**config.mk**
```make
export PLATFORM = sky130hd
export DESIGN_NAME = spi_expander_ctrl
export DESIGN_NICKNAME = d
export VERILOG_FILES = /design/src/rtl/spi_expander_pkg.sv /design/src/rtl/spi_expander_poll_timer.sv /design/src/rtl/spi_expander_ctrl.sv
export SDC_FILE = /design/constraint.sdc
export NUM_CORES = 1
export LEC_CHECK = 0
export CAP_MARGIN = 0
export CORE_UTILIZATION = 40
export DETAILED_ROUTE_END_ITERATION = 7
export GPL_ROUTABILITY_DRIVEN = 0
export RECOVER_POWER = 100
export SLEW_MARGIN = 20
export SYNTH_ARGS = -nofsm -noshare
export SYNTH_HDL_FRONTEND = slang
export SYNTH_SLANG_ARGS = --single-unit
```
**constraint.sdc**
```tcl
create_clock -name clk -period 2.85 [get_ports clk]
set_input_delay 0.57 -clock clk [delete_from_list [all_inputs] [get_ports clk]]
set_output_delay 0.57 -clock clk [all_outputs]
set_load 0.1 [all_outputs]
```
**src/rtl/spi_expander_pkg.sv**
```systemverilog
// Shared definitions for the SPI port-expander controller.
//   state_t     : controller FSM states
//   DEF_*       : default timing parameters
//   max3()      : helper for sizing the shared phase counter
package spi_expander_pkg;

    typedef enum logic [2:0] {
        IDLE,
        SETUP,
        BIT_LO,
        BIT_HI,
        HOLD
    } state_t;

    localparam int unsigned DEF_DIV         = 2;
    localparam int unsigned DEF_CE_SETUP    = 4;
    localparam int unsigned DEF_CE_HOLD     = 4;
    localparam int unsigned DEF_POLL_PERIOD = 1000;

    function automatic int unsigned max3(input int unsigned a,
                                         input int unsigned b,
                                         input int unsigned c);
        int unsigned m;
        m = a;
        if (b > m) m = b;
        if (c > m) m = c;
        return m;
    endfunction

endpackage

```
**src/rtl/spi_expander_poll_timer.sv**
```systemverilog
// Periodic poll request generator for the SPI expander controller.
//   clk, reset   : system clock, asynchronous active-high reset
//   poll_en      : enables counting; low clears counter and pending flag
//   clear        : held high while a transfer starts or is in flight
//   poll_pending : a poll transfer is due
module spi_expander_poll_timer
    import spi_expander_pkg::*;
#(
    parameter int unsigned POLL_PERIOD = DEF_POLL_PERIOD
) (
    input  logic clk,
    input  logic reset,
    input  logic poll_en,
    input  logic clear,
    output logic poll_pending
);

    localparam int unsigned CW = $clog2(POLL_PERIOD);

    logic [CW-1:0] count;

    // The counter is held at zero for the whole transfer, so the poll
    // interval is measured from the end of the previous transfer.
    always_ff @(posedge clk or posedge reset) begin
        if (reset) begin
            count        <= '0;
            poll_pending <= 1'b0;
        end else if (!poll_en || clear) begin
            count        <= '0;
            poll_pending <= 1'b0;
        end else if (count == CW'(POLL_PERIOD - 1)) begin
            count        <= '0;
            poll_pending <= 1'b1;
        end else begin
            count        <= count + CW'(1);
        end
    end

endmodule

```
**src/rtl/spi_expander_ctrl.sv**
```systemverilog
// SPI controller for a 7-out / 3-in shift-register port expander.
// Each transfer shifts out_q MSB first on sin and samples three input
// bits from sout (LSB first) into rdata.
//   clk, reset : system clock, asynchronous active-high reset
//   req, wdata : host write request and 7-bit output value
//   poll_en    : enables periodic transfers resending out_q
//   busy, done : transfer in progress / one-cycle completion pulse
//   rdata      : expander inputs from the last completed transfer
//   sclk, ce, sin, sout : SPI pins (sclk idle high, ce active low)
module spi_expander_ctrl
    import spi_expander_pkg::*;
#(
    parameter int unsigned DIV         = DEF_DIV,
    parameter int unsigned CE_SETUP    = DEF_CE_SETUP,
    parameter int unsigned CE_HOLD     = DEF_CE_HOLD,
    parameter int unsigned POLL_PERIOD = DEF_POLL_PERIOD
) (
    input  logic       clk,
    input  logic       reset,
    input  logic       req,
    input  logic [6:0] wdata,
    input  logic       poll_en,
    output logic       busy,
    output logic       done,
    output logic [2:0] rdata,
    output logic       sclk,
    output logic       ce,
    output logic       sin,
    input  logic       sout
);

    localparam int unsigned CNT_MAX = max3(DIV, CE_SETUP, CE_HOLD);
    localparam int unsigned CNT_W   = $clog2(CNT_MAX + 1);

    state_t           state_q, state_d;
    logic [CNT_W-1:0] cnt_q, cnt_d;
    logic [2:0]       bit_q, bit_d;
    logic [6:0]       out_q, out_d;
    logic [2:0]       rdata_shadow, shadow_d;
    logic [2:0]       rdata_d;
    logic             sclk_d, ce_d, sin_d, busy_d, done_d;
    logic             start;
    logic             poll_pending;

    spi_expander_poll_timer #(
        .POLL_PERIOD(POLL_PERIOD)
    ) u_poll (
        .clk         (clk),
        .reset       (reset),
        .poll_en     (poll_en),
        .clear       (start | busy),
        .poll_pending(poll_pending)
    );

    always_ff @(posedge clk or posedge reset) begin
        if (reset) begin
            state_q      <= IDLE;
            cnt_q        <= '0;
            bit_q        <= '0;
            out_q        <= '0;
            rdata_shadow <= '0;
            rdata        <= '0;
            sclk         <= 1'b1;
            ce           <= 1'b1;
            sin          <= 1'b0;
            busy         <= 1'b0;
            done         <= 1'b0;
        end else begin
            state_q      <= state_d;
            cnt_q        <= cnt_d;
            bit_q        <= bit_d;
            out_q        <= out_d;
            rdata_shadow <= shadow_d;
            rdata        <= rdata_d;
            sclk         <= sclk_d;
            ce           <= ce_d;
            sin          <= sin_d;
            busy         <= busy_d;
            done         <= done_d;
        end
    end

    // Pin values are computed for the state being entered and registered,
    // so every SPI output changes exactly on a state boundary.
    always_comb begin
        state_d  = state_q;
        cnt_d    = cnt_q;
        bit_d    = bit_q;
        out_d    = out_q;
        shadow_d = rdata_shadow;
        rdata_d  = rdata;
        sclk_d   = sclk;
        ce_d     = ce;
        sin_d    = sin;
        busy_d   = busy;
        done_d   = 1'b0;
        start    = 1'b0;

        case (state_q)
            IDLE: begin
                if (req || poll_pending) begin
                    start   = 1'b1;
                    if (req) out_d = wdata;
                    state_d = SETUP;
                    cnt_d   = '0;
                    ce_d    = 1'b0;
                    busy_d  = 1'b1;
                end
            end
            SETUP: begin
                if (cnt_q == CNT_W'(CE_SETUP - 1)) begin
                    state_d = BIT_LO;
                    cnt_d   = '0;
                    bit_d   = '0;
                    sclk_d  = 1'b0;
                    sin_d   = out_q[6];
                end else begin
                    cnt_d   = cnt_q + CNT_W'(1);
                end
            end
            BIT_LO: begin
                if (cnt_q == CNT_W'(DIV - 1)) begin
                    if (bit_q < 3'd3) shadow_d[bit_q[1:0]] = sout;
                    state_d = BIT_HI;
                    cnt_d   = '0;
                    sclk_d  = 1'b1;
                end else begin
                    cnt_d   = cnt_q + CNT_W'(1);
                end
            end
            BIT_HI: begin
                if (cnt_q == CNT_W'(DIV - 1)) begin
                    cnt_d = '0;
                    if (bit_q == 3'd6) begin
                        state_d = HOLD;
                        ce_d    = 1'b1;
                        sin_d   = 1'b0;
                    end else begin
                        state_d = BIT_LO;
                        bit_d   = bit_q + 3'd1;
                        sclk_d  = 1'b0;
                        // next bit index is bit_q+1, i.e. out_q[6-(bit_q+1)]
                        sin_d   = out_q[3'd5 - bit_q];
                    end
                end else begin
                    cnt_d = cnt_q + CNT_W'(1);
                end
            end
            HOLD: begin
                if (cnt_q == CNT_W'(CE_HOLD - 1)) begin
                    state_d = IDLE;
                    cnt_d   = '0;
                    done_d  = 1'b1;
                    busy_d  = 1'b0;
                    rdata_d = rdata_shadow;
                end else begin
                    cnt_d   = cnt_q + CNT_W'(1);
                end
            end
            default: state_d = IDLE;
        endcase
    end

endmodule

```
==> metrics.md, run 1 <==
| Metric | Value |
|---|---|
| Clock Latency Late Sink | 0.28 ns |
| Clock root buffer | clkbuf_8 |
| Ys async rst share | 100.0% |
| Crit path cell chain | clkbuf_1 |
| Achievable clock frequency | 446.5 MHz |
| Chip height | 71.48 um |
| CP Capture Type | output port |
| Commonest cells after routing, fill and taps aside | 36 x dfrtp_1, 19 x nor2_1, 14 x inv_1 |
| Crit path max fanout | 2 |
| # IOs | 20 |
| Final worst setup slack | 0.6104 ns |
| Multi-input logic area | 854.6 um^2 |
| Max-cap violation count | 0 |
| Clk sinks | 38 |
| Net switching power figure | 675.5 uW |
| Total power | 2.002 mW |
| Drt via density | 5.183 |
| WP data arrival | 1.67 ns |
| Cts-stage hold buffer count | 0 |
| Unrepaired setup endpoints after global routing | no |
| Pwr dens | 904.4 nW/um^2 |
| Post_cts resized | 0 |
| TritonCTS clock tree | done |
| IO buf count | 19 |
| Yosys warns | 0 |
| Sequential share of power | 40.8% |
| Net Sw Frac | 33.74% |
| Vias in the first global route | 1,358 |
| Vias | 1,301 |
| DP Worst Slack | 0.8926 ns |
| Die W | 71.48 um |
| Initial antenna violation count | 0 |
| Mapped Nets | 201 |
| Tot GR Track Use | 15.35% |
| Fin nets | 220 |
| Slowest stage delay, CP | 0.85 ns |
| Worst setup SP type | register |
| Num rows | 24 |
| CP max stage cell | clkbuf_1 |
| Mean Syn Cell Area | 10.79 um^2 |
| Max clock buf depth | 2 |
| Antenna diodes | 0 |
| Ys flop type | dfrtp_1 |
| Register Area | 953.4 um^2 |
| Placed insts | 243 |
| Max Slew Vio Count | 0 |
| Status | finished, final reports clean |
| Crit path required time | 2.28 ns |
| Most common cell after layout, fill and taps aside | dfrtp_1 |
| Final count of hold timing violations | 0 |
| Die area | 5109 um^2 |
| Initial Utilization | 42.86% |
| Count of final setup violators | 0 |
| CTS Buf Count | 5 |
| CP bufs+invs | 1 |
| Share of layout cells above drive strength 1 | 11.56% |
| H-tree levels | 2 |
| Clock Skews | 0.007331 ns |
| Combinational share of power | 31.6% |
| HPWL Detailed | 2480 um |
| Period utilization | 78.58% |
| WL/cell | 13.50 um |
| Crit path max-delay family | buffers and inverters |
| Worst hold margin | 0.4592 ns |
| Worst-path clk slew | 0.08 ns |
| Max_slew headroom | 22.37% |
| Finished Layout Cells | 251 |
| Internal | 1.326 mW |
| FILL cells | 420 |
| #FFs+latches synth | 38 |
| Synthesized area | 1931 um^2 |
| Drt pass-1 iters | 4 |
| Residual DRC | 0 |
| Period minus WS final | 2.240 ns |
| Slew @ Worst Pin | 1.169 ns |
| Post-Syn Instances | 179 |
| Initial DRC count | 69 |
| Congestion Overflow GR | 0 |
| Largest net degree at the start of global routing | 39 |
| Post-CTS Setup Inserts | 0 |
| Netlist cell types | 43 |
| Antenna Nets Post-Route | 0 |
| Core Region | 4504 um^2 |
| Static Leak | 0.9443 nW |
| Post-route setup TNS | 0 ns |
| Hold WC Path Type | register to register |
| Seq/Total Area, Yosys | 49.38% |
| Peak supply drop | 0.5399 mV |
| Area Growth Syn to Fin | 14.65% |
| Critical path class | register to output port |
| Clock group share of total power | 27.6% |
| Aggregate routed wire length | 3388 um |
| First-pass GRT wire length | 6078 um |
| Number of flops mapped to enable cells by yosys | 0 |
layout make-up:
type,count,area share (%)
clock buffer,6,3.731
clock inverter,2,2.713
inverter,14,2.374
multi-input combinational,119,38.61
sequential,38,43.08
tap,52,2.940
timing repair buffer,20,6.557
registers in the layout (all words and copies together), names as in the netlist:
signal,cells
sin,1
rdata_shadow,3
cnt_q,3
busy,1
u_poll.poll_pending,1
rdata,3
state_q,3
u_poll.count,10
bit_q,3
out_q,7
ce,1
sclk,1
done,1
synth_stat cells (2+ instances only):
cell	n	area share (%)
buf_2	3	0.78
o21ai_0	10	2.6
dfrtp_1	36	47
a22oi_1	2	0.78
xnor2_1	5	2.3
dfstp_2	2	2.7
o21a_1	2	0.78
clkbuf_1	2	0.39
a211oi_1	2	0.78
mux2_1	3	1.7
nor2b_1	3	0.97
buf_6	2	1.2
o211ai_1	2	0.78
nand4_1	2	0.65
nand3_1	5	1.3
nor2_1	19	3.7
mux2i_1	3	1.6
ha_1	10	6.5
xor2_1	3	1.4
nor3_1	5	1.3
a21oi_1	3	0.78
and2_1	2	0.65
mux2_2	11	6.4
inv_1	14	2.7
nand2_1	10	1.9
power by group through the flow:
stage | Combinational (mW) | Sequential, mW | Clock (mW)
3_5_place_dp | 0.658 | 0.833 | 0
6_report | 0.632 | 0.818 | 0.553
4_1_cts | 0.661 | 0.822 | 0.572
5_1_grt | 0.707 | 0.847 | 0.599
2_1_floorplan | 0.503 | 0.863 | 0
3_3_place_gp | 0.637 | 0.825 | 0
metal layers:
metal | part of all wire, % | up-vias | global-route usage (%) | wire length (um)
met4 | 0.74 | 0 | 5.447 | 25
met5 | 0 | - | 0 | 0
li1 | - | 653 | - | -
met2 | 47 | 16 | 25.50 | 1600
met3 | 2.8 | 2 | 4.501 | 94
met1 | 49 | 630 | 19.18 | 1667
worst reg2reg max path, stage by stage, from the launching register on:
cell and delay, ns:
dfrtp_1 0.40, ha_1 0.19, ha_1 0.18, nor2b_1 0.42, and2_0 0.42, mux2_2 0.38
kinds of logic (layout without fill, tap and decap cells):
logic type | count (synthesis) | in the layout | synth area share, %
AND/OR/NAND/NOR | 54 | 54 | 14.13
flip-flops | 38 | 38 | 49.38
AO/OA/AOI/OAI | 29 | 29 | 10.05
buffers and inverters | 22 | 42 | 5.444
multiplexers | 18 | 18 | 10.89
adder cells (fa/ha/maj) | 10 | 10 | 6.481
XOR/XNOR | 8 | 8 | 3.629
per-stage QoR:
stage	utilization (%)	area (um^2)
6_report	49.14	2213
5_1_grt	49.14	2213
4_1_cts	50.25	2263
3_5_place_dp	47.08	2121
3_3_place_gp	47.08	2121
2_1_floorplan	-	1931
final timing paths:
kind                                   end            start  slack, ns  cells past startpoint
hold reg to reg            u_poll.count[0]  u_poll.count[0]       0.46                      1
hold / removal             u_poll.count[0]  u_poll.count[0]       0.46                      1
min in group asynchronous  u_poll.count[7]            reset       1.02                      3
setup reg to reg                  rdata[0]         cnt_q[0]       0.75                      5
max in group asynchronous         bit_q[1]            reset       1.24                      3
setup / recovery                        ce               ce       0.61                      1
(Power assumes the default switching activity.)
==> run 2: changes to the inputs <==
clock period = 1.98 ns   (was 2.85 ns; I/O delays follow)
==> run 2 against run 1 <==
  * Core utilization rose by 0.83 points
  * Largest cell class unchanged
  * Cell count is 1.6% higher
  * Total power up 47%
  * Design area up 1.7%
  * Clock skew barely moved
  * Routed wire length up 2.9%
  * Hold slack better by 0.0092 ns
==> metrics.md, run 2 (synthesized netlist as in run 1, its figures left out) <==
| Metric | Value |
|---|---|
| Met2 routed WL | 1558 um |
| Congestion Overflow GR | 0 |
| Worst reg2reg path endpoint | rdata[2] |
| Clock Skews | 0.007450 ns |
| Hold WC Path Type | register to register |
| Initial DRC count | 113 |
| Max_slew headroom | 40.04% |
| Most common cell after layout, fill and taps aside | dfrtp_1 |
| Vias in the first global route | 1,360 |
| Drt via density | 5.278 |
| Tot GR Track Use | 15.71% |
| Cts-stage hold buffer count | 0 |
| Pwr dens | 1304 nW/um^2 |
| Placed insts | 247 |
| Crit path required time | 2.16 ns |
| TritonCTS clock tree | done |
| Antenna Nets Post-Route | 0 |
| WL/cell | 13.67 um |
| Core Region | 4504 um^2 |
| Slew @ Worst Pin | 0.8995 ns |
| Largest register FFs | 10 |
| Clock root buffer | clkbuf_8 |
| Top layer reached by signal wires | met4 |
| Die area | 5109 um^2 |
| First-pass GRT wire length | 6127 um |
| Period minus WS final | 1.705 ns |
| Crit path max fanout | 7 |
| HPWL Detailed | 2642 um |
| Status | finished, final reports clean |
| Aggregate routed wire length | 3485 um |
| Clock Latency Late Sink | 0.29 ns |
| Num rows | 24 |
| Antenna diodes | 0 |
| Worst setup SP type | register |
| CP Capture Type | register |
| Final count of hold timing violations | 0 |
| Post-CTS Setup Inserts | 0 |
| CTS Buf Count | 5 |
| Biggest regs | u_poll.count (10), out_q (7) |
| Static Leak | 0.9817 nW |
| WL met3 | 132 um |
| Post_cts resized | 0 |
| Initial antenna violation count | 0 |
| Initial Utilization | 42.86% |
| H-tree levels | 2 |
| R2R cell count | 5 |
| Largest net degree at the start of global routing | 39 |
| Max-cap violation count | 0 |
| Period utilization | 86.11% |
| Biggest register | u_poll.count |
| Max clock buf depth | 2 |
| Critical path class | register to register |
| Count of final setup violators | 0 |
| Residual DRC | 0 |
| # IOs | 20 |
| Worst Setup EP | rdata[2] |
| Vias | 1,346 |
| FILL cells | 413 |
| Area Growth Syn to Fin | 16.59% |
| Unrepaired setup endpoints after global routing | no |
| Die W | 71.48 um |
| Drt pass-1 iters | 5 |
| Peak supply drop | 0.9353 mV |
| Crit path launch | cnt_q[0] |
| Finished Layout Cells | 255 |
| IO buf count | 19 |
| Max Slew Vio Count | 0 |
| WP data arrival | 1.88 ns |
| Post-route setup TNS | 0 ns |
| Worst-path clk slew | 0.08 ns |
| Chip height | 71.48 um |
| Met1 wire length | 1703 um |
| Clk sinks | 38 |
| Reg2reg setup slack | 0.28 ns |
| Achievable clock frequency | 586.5 MHz |
| Share of layout cells above drive strength 1 | 17.24% |
| Fin nets | 224 |
| Commonest cells after routing, fill and taps aside | 36 x dfrtp_1, 19 x nor2_1, 14 x inv_1 |
| Reg2reg start | cnt_q[0] |
==> run 2: cell types whose count changed in the layout (fill, tap and decap cells not counted), sizes merged <==
cell    previous run  this run
clkbuf            15        18
buf                0         1
==> run 2: metrics by stage <==
step                      hold WS (ns)  cell area, um^2  utilization (%)  total power, mW  setup WS (ns)
after floorplan                 0.4301             1931                -            1.966         0.3335
after global placement          0.4506             2176            48.31            2.180         0.2222
after detailed placement        0.4620             2176            48.31            2.218         0.1581
after CTS                       0.4720             2318            51.47            3.032         0.2562
after global routing            0.5049             2251            49.97            3.138         0.1086
final                           0.4683             2251            49.97            2.935         0.2751
==> run 2: worst min-delay path by stage <==
stage,startpoint,end,slack [ns],cells past startpoint
after floorplan,u_poll.count[0],u_poll.count[0],0.43,1
after global placement,u_poll.count[0],u_poll.count[0],0.45,1
after detailed placement,u_poll.count[0],u_poll.count[0],0.46,1
after CTS,u_poll.count[0],u_poll.count[0],0.47,1
after global routing,u_poll.count[0],u_poll.count[0],0.50,1
final,u_poll.count[0],u_poll.count[0],0.47,1
==> run 2: worst max-delay path, stage by stage, from the launching register on <==
cell     delay (ns)
dfrtp_1        0.39
ha_1           0.19
ha_1           0.18
nor2b_4        0.22
and2_1         0.25
mux2_2         0.35
==> run 2: where the power goes <==
part / internal (mW) / switching, mW
logic: 0.420 / 0.541
clock network: 0.537 / 0.278
registers: 0.981 / 0.178
==> run 2: area by class of cell <==
class	instances	area [um^2]	area share, %
clock buffer	6	82.58	3.669
clock inverter	2	60.06	2.668
inverter	14	52.55	2.335
multi-input combinational	119	863.3	38.35
sequential	38	953.4	42.36
tap	52	65.06	2.890
timing repair buffer	24	173.9	7.727
==> run 2: routing by layer <==
metal	vias to the layer above	global-route usage (%)
li1	665	-
met3	9	4.501
met4	0	7.190
met5	-	0
met1	650	19.69
met2	22	25.29
==> run 3: changes to the inputs <==
CTS_CLUSTER_SIZE = 16   (was not set)
==> results of run 3 <==
The final DEF is identical to that of run 2; final timing and power are the same.
